### config.mk
export PLATFORM = sky130hd
export DESIGN_NAME = multicycle_main_control
export DESIGN_NICKNAME = d
export VERILOG_FILES = /design/src/rtl/multicycle_main_control.sv
export SDC_FILE = /design/constraint.sdc
export NUM_CORES = 1
export LEC_CHECK = 0
export BUFFER_PORTS_ARGS = -buffer_cell sky130_fd_sc_hd__buf_2
export CORE_MARGIN = 1.5
export CORE_UTILIZATION = 50
export DETAILED_ROUTE_END_ITERATION = 16
export PLACE_DENSITY_LB_ADDON = 0.3
export SYNTH_ARGS = -nofsm -noshare
export SYNTH_HDL_FRONTEND = slang
export SYNTH_SLANG_ARGS = --single-unit
### constraint.sdc
create_clock -name clk -period 2.6 [get_ports clk]
set_clock_uncertainty 0.1 [all_clocks]
set_input_delay 0.13 -clock clk [delete_from_list [all_inputs] [get_ports clk]]
set_output_delay 0.13 -clock clk [all_outputs]
set_load 0.02 [all_outputs]
### src/rtl/multicycle_main_control.sv
// Main control FSM for the multi-cycle CPU datapath.
// Sequences fetch/decode/execute/memory/writeback. Stalls on mem_ready.
// Flags undecodable instructions and counts retired instructions.
module multicycle_main_control #(
    parameter int CNT_W = 32
) (
    input  logic             clk,
    input  logic             rst_n,
    input  logic [5:0]       opcode,
    input  logic [5:0]       funct,
    input  logic             zero,
    input  logic             mem_ready,
    output logic             pc_write,
    output logic             pc_write_cond,
    output logic [1:0]       pc_source,
    output logic             i_or_d,
    output logic             mem_read,
    output logic             mem_write,
    output logic             ir_write,
    output logic             reg_dst,
    output logic             mem_to_reg,
    output logic             reg_write,
    output logic             alu_src_a,
    output logic [1:0]       alu_src_b,
    output logic [1:0]       alu_op,
    output logic [5:0]       alu_funct,
    output logic             illegal_op,
    output logic [3:0]       state,
    output logic [CNT_W-1:0] instr_retired
);

    localparam logic [3:0] S_FETCH    = 4'd0;
    localparam logic [3:0] S_DECODE   = 4'd1;
    localparam logic [3:0] S_MEM_ADDR = 4'd2;
    localparam logic [3:0] S_MEM_RD   = 4'd3;
    localparam logic [3:0] S_MEM_WB   = 4'd4;
    localparam logic [3:0] S_MEM_WR   = 4'd5;
    localparam logic [3:0] S_R_EXEC   = 4'd6;
    localparam logic [3:0] S_R_WB     = 4'd7;
    localparam logic [3:0] S_BEQ      = 4'd8;
    localparam logic [3:0] S_JUMP     = 4'd9;
    localparam logic [3:0] S_I_EXEC   = 4'd10;
    localparam logic [3:0] S_I_WB     = 4'd11;

    localparam logic [5:0] OP_RTYPE = 6'b000000;
    localparam logic [5:0] OP_J     = 6'b000010;
    localparam logic [5:0] OP_BEQ   = 6'b000100;
    localparam logic [5:0] OP_ADDI  = 6'b001000;
    localparam logic [5:0] OP_SLTI  = 6'b001010;
    localparam logic [5:0] OP_ANDI  = 6'b001100;
    localparam logic [5:0] OP_ORI   = 6'b001101;
    localparam logic [5:0] OP_XORI  = 6'b001110;
    localparam logic [5:0] OP_LW    = 6'b100011;
    localparam logic [5:0] OP_SW    = 6'b101011;

    localparam logic [5:0] FN_SUB   = 6'b100010;

    logic [3:0]       state_q, state_d;
    logic [5:0]       op_q;
    logic             illegal_q, illegal_d;
    logic [CNT_W-1:0] cnt_q;
    logic             retire;
    logic             r_funct_ok;

    // The branch comparison itself happens in the datapath (pc_write_cond & zero).
    logic unused_zero;
    assign unused_zero = zero;

    assign r_funct_ok = funct inside {6'b100000, 6'b100010, 6'b100100,
                                      6'b100101, 6'b100110, 6'b101010};

    // Next-state, illegal-instruction and retire decode.
    always_comb begin
        // NOTE: every signal gets a default before the case so no latch is inferred.
        state_d   = S_FETCH;
        illegal_d = 1'b0;
        retire    = 1'b0;
        case (state_q)
            S_FETCH:    state_d = mem_ready ? S_DECODE : S_FETCH;
            S_DECODE: begin
                case (opcode)
                    OP_RTYPE: begin
                        if (r_funct_ok) state_d = S_R_EXEC;
                        else            illegal_d = 1'b1;
                    end
                    OP_LW, OP_SW:                            state_d = S_MEM_ADDR;
                    OP_BEQ:                                  state_d = S_BEQ;
                    OP_J:                                    state_d = S_JUMP;
                    OP_ADDI, OP_SLTI, OP_ANDI, OP_ORI, OP_XORI: state_d = S_I_EXEC;
                    default:                                 illegal_d = 1'b1;
                endcase
            end
            S_MEM_ADDR: state_d = (op_q == OP_LW) ? S_MEM_RD : S_MEM_WR;
            S_MEM_RD:   state_d = mem_ready ? S_MEM_WB : S_MEM_RD;
            S_MEM_WB:   retire  = 1'b1;
            S_MEM_WR: begin
                state_d = mem_ready ? S_FETCH : S_MEM_WR;
                retire  = mem_ready;
            end
            S_R_EXEC:   state_d = S_R_WB;
            S_R_WB:     retire  = 1'b1;
            S_BEQ:      retire  = 1'b1;
            S_JUMP:     retire  = 1'b1;
            S_I_EXEC:   state_d = S_I_WB;
            S_I_WB:     retire  = 1'b1;
            default:    state_d = S_FETCH;
        endcase
    end

    // Moore datapath controls; FETCH additionally gates IR/PC loads on mem_ready.
    always_comb begin
        pc_write      = 1'b0;
        pc_write_cond = 1'b0;
        pc_source     = 2'b00;
        i_or_d        = 1'b0;
        mem_read      = 1'b0;
        mem_write     = 1'b0;
        ir_write      = 1'b0;
        reg_dst       = 1'b0;
        mem_to_reg    = 1'b0;
        reg_write     = 1'b0;
        alu_src_a     = 1'b0;
        alu_src_b     = 2'b00;
        alu_op        = 2'b00;
        alu_funct     = 6'b000000;
        case (state_q)
            S_FETCH: begin
                mem_read  = 1'b1;
                alu_src_b = 2'b01;
                ir_write  = mem_ready;
                pc_write  = mem_ready;
            end
            S_DECODE:   alu_src_b = 2'b11;
            S_MEM_ADDR: begin
                alu_src_a = 1'b1;
                alu_src_b = 2'b10;
            end
            S_MEM_RD: begin
                mem_read = 1'b1;
                i_or_d   = 1'b1;
            end
            S_MEM_WB: begin
                reg_write  = 1'b1;
                mem_to_reg = 1'b1;
            end
            S_MEM_WR: begin
                mem_write = 1'b1;
                i_or_d    = 1'b1;
            end
            S_R_EXEC: begin
                alu_src_a = 1'b1;
                alu_op    = 2'b10;
                alu_funct = funct;
            end
            S_R_WB: begin
                reg_write = 1'b1;
                reg_dst   = 1'b1;
            end
            S_BEQ: begin
                alu_src_a     = 1'b1;
                alu_op        = 2'b10;
                alu_funct     = FN_SUB;
                pc_write_cond = 1'b1;
                pc_source     = 2'b01;
            end
            S_JUMP: begin
                pc_write  = 1'b1;
                pc_source = 2'b10;
            end
            S_I_EXEC: begin
                alu_src_a = 1'b1;
                alu_src_b = 2'b10;
                alu_funct = op_q;
                case (op_q)
                    OP_ADDI: alu_op = 2'b00;
                    OP_SLTI: alu_op = 2'b01;
                    default: alu_op = 2'b11;
                endcase
            end
            S_I_WB:     reg_write = 1'b1;
            default: ;
        endcase
    end

    // State, latched opcode, illegal pulse and retire counter.
    always_ff @(posedge clk or negedge rst_n) begin
        if (!rst_n) begin
            state_q   <= S_FETCH;
            op_q      <= 6'd0;
            illegal_q <= 1'b0;
            cnt_q     <= '0;
        end else begin
            // NOTE: non-blocking assignments so every register samples pre-edge values.
            state_q   <= state_d;
            illegal_q <= illegal_d;
            if (state_q == S_DECODE) op_q <= opcode;
            if (retire) cnt_q <= cnt_q + CNT_W'(1);
        end
    end

    assign state         = state_q;
    assign illegal_op    = illegal_q;
    assign instr_retired = cnt_q;

endmodule
==> reports/metrics.csv <==
stage,metric,value,unit
sta,timing.final.crit_period,2.28,ns
cts,clk-insertion-delay-late,0.28,ns
cts,post_cts_buffers,0,
synthesis,yosysTopAreaCell,dfrtp_1,
drt,postRouteWirelength,5.37,mm
grt,grt_pass1_vias,1941,
finish,final_cells,398,
die,die_h,72.8,um
worst_setup_path,startpoint_type,register,
synthesis,yosys.area_share.simple,27.6,%
cts,cts-buffers-inserted,5,
drt,drc_errors,0,
synthesis,synth_top_area_share,44.1,%
synthesis,synthFlopType,dfrtp_1,
pwr,p_per_area,515,nW/um^2
worst_setup_path,critical_path_required,2.67,ns
synthesis,synth-compound-area-share,10.6,%
synthesis,muxShareOfSynthArea,2.72,%
synthesis,netlist_area,2440,um^2
worst_setup_path,reg2reg_to,instr_retired[25],
worst_setup_path,r2r_start,state[2],
synthesis,syn-num-nets,272,
sta,slew_viol_final,0,
cts,cts_tree,done,
synthesis,ys_warn_count,0,
grt,grt_max_degree,44,
synthesis,synthAdderAreaFrac,0.513,%
placement,placed_area,2870,um^2
die,start_util,51.6,%
worst_setup_path,arrival,2.35,ns
cts,cts.sinks,43,
sta,whs,0.0526,ns
worst_hold_path,hp-class,in -> reg,
worst_setup_path,path_class,reg -> reg,
sta,setup-tns-final,0,ns
job,maxCapViolCount,0,
worst_setup_path,rrSetupSlack,0.32,ns
worst_hold_path,min_from,opcode[4],
finish,area_delta_synth_final,21.7,%
placement,place_congestion,0.901,
synthesis,synth_edf_count,0,
sta,setup_viol,0,
placement,dpl.hpwl,4.02,mm
synthesis,ys_ff_latch,43,
synthesis,ys_types,49,
worst_setup_path,crit_path_start,state[2],
grt,antenna_found_initial,0,
die,rows,25,
drt,drtIter0Drc,118,
synthesis,synthTopCellsByArea,"dfrtp_1 (44%), xnor2_1 (6.1%), xor2_1 (5.4%)",
placement,io_buffers,73,
sta,hold_viol_final,0,
synthesis,yosysSeqAreaShare,44.1,%
sta,fmaxAchievable,439,MHz
cts,root_buffer,clkbuf_8,
finish,final_nets,348,
die,dieArea,5300,um^2
synthesis,synth_xor_area_share,11.5,%
grt,track_usage,21.0,%
die,ios,75,
finish,fin_area,2970,um^2
finish,layout-drive-gt1-share,30.5,%
cts,clk_pin_slew_worst_paths,0.08,ns
worst_hold_path,hold_depth,2,
pwr,ir_drop,0.000379,V
synthesis,syn_area_per_cell,9.56,um^2
sta,worst_pin_slew,0.933,ns
synthesis,netlist_instances,255,
outcome,status,finished clean,
grt,overflow,0,
synthesis,synth_top_family_by_area,simple AND/OR/NAND/NOR gates,
finish,diodes,0,
cts,cts_max_level,2,
die,die_x,72.8,um
worst_hold_path,holdPathEnd,op_q[4],
sta,period_share,87.6,%
worst_setup_path,worstSetupEndpointType,register,
sta,layout_setup_ws,0.322,ns
drt,vias_per_cell,5.34,
finish,multi_input_area,1290,um^2
sta,relSlewSlack,37.8,%
drt,antenna_left,0,
placement,pre_cts_ws,0.310,ns
worst_setup_path,r2r_cells,5,
synthesis,ys_async_sr_fraction,100,%
finish,fillers,428,
drt,drt-wirelength-per-cell,13.5,um
die,core-area,4720,um^2
drt,first_pass_iters,4,
worst_setup_path,cp_max_fo,9,
cts,clockBufferDepth,2,
grt,grt_pass1_wl,8.85,mm
pwr,p_leak,1.46,nW
placement,place_inst,390,
drt,vias,2125,
sta,rsz0062_at_grt,false,
finish,seq_area,1080,um^2
## cells in the final DEF, fill, tap and decap left out, types with 3 or more instances in the layout
cell / netlist / routed
xor2_1: 15 / 15
buf_4: 1 / 6
nor2b_1: 6 / 6
nand2_1: 23 / 23
buf_2: 1 / 73
nor4_1: 3 / 3
xnor2_1: 17 / 17
nand2b_1: 7 / 7
inv_1: 3 / 3
dfrtp_1: 43 / 43
clkbuf_8: 0 / 6
o21ai_0: 8 / 8
a21oi_1: 10 / 10
and4_1: 3 / 3
and2_1: 4 / 4
nor3_1: 6 / 6
nand4_1: 7 / 7
mux2_2: 5 / 5
a22oi_1: 4 / 4
and3_1: 8 / 8
a211oi_1: 3 / 3
nor2_1: 27 / 27
nand3_1: 14 / 14
## final cells by class
| class | instances | share of cell area, % |
|---|---|---|
| multi-input combinational | 198 | 43.4 |
| clock inverter | 1 | 0.169 |
| tap | 67 | 2.82 |
| timing repair buffer | 80 | 14.2 |
| inverter | 3 | 0.379 |
| sequential | 43 | 36.3 |
| clock buffer | 6 | 2.78 |
## Yosys cell counts, drive strengths merged, types with 5 or more instances
library cell,instances
a21oi,10
and3,8
clkbuf,7
dfrtp,43
mux2,5
nand2,23
nand2b,7
nand3,14
nand4,8
nor2,29
nor2b,8
nor3,6
o21ai,8
xnor2,17
xor2,15
## report_power, final
group          internal, W  switching (W)
Clock             0.000208       0.000211
Sequential        0.000727      0.0000732
Combinational     0.000125       0.000182
## registers in the layout (all words and copies together), names as in the netlist
| register | cells |
|---|---|
| illegal_op | 1 |
| instr_retired | 32 |
| op_q | 6 |
| state | 4 |
## layer usage
metal  track usage [%]  vias to the layer above  routed length [um]
li1                  -                     1042                   -
met5                 0                        -                   0
met4              3.98                        0                  31
met3              4.28                        4                 248
met2              35.6                       63                2560
met1              28.1                     1016                2530
## critical path, cell delays in order, from the launching register on
cell and delay, ns:
dfrtp_1 0.48, and2_1 0.25, a2111o_1 0.52, nor4b_4 0.48, nand4_1 0.18, xnor2_1 0.15
## worst max-delay path by stage
stage | endpoint | slack [ns]
after floorplan | instr_retired[25] | 0.40
after global placement | instr_retired[25] | 0.38
after detailed placement | instr_retired[25] | 0.31
after CTS | instr_retired[25] | 0.29
after global routing | instr_retired[25] | 0.20
final | instr_retired[25] | 0.32
## what timing repair did
item | CTS | global route
resized for setup | 0 | 0
hold buffers | 1 | 0
endpoints found under the hold margin | 43 | 0
## stage by stage
| step | utilization (%) | power (W) |
|---|---|---|
| 4_1_cts | 62.8 | 0.00154 |
| 3_3_place_gp | 60.8 | 0.00111 |
| 6_report | 62.8 | 0.00153 |
| 3_5_place_dp | 60.8 | 0.00112 |
| 5_1_grt | 62.8 | 0.00161 |
| 2_1_floorplan | - | 0.00101 |
## logic make-up after synthesis
family,after synthesis
AO/OA/AOI/OAI,37
XOR/XNOR,32
adder cells (fa/ha/maj),1
buffers and inverters,14
flip-flops,43
multiplexers,6
AND/OR/NAND/NOR,122
Note: power is estimated with default switching activity, not from simulation.
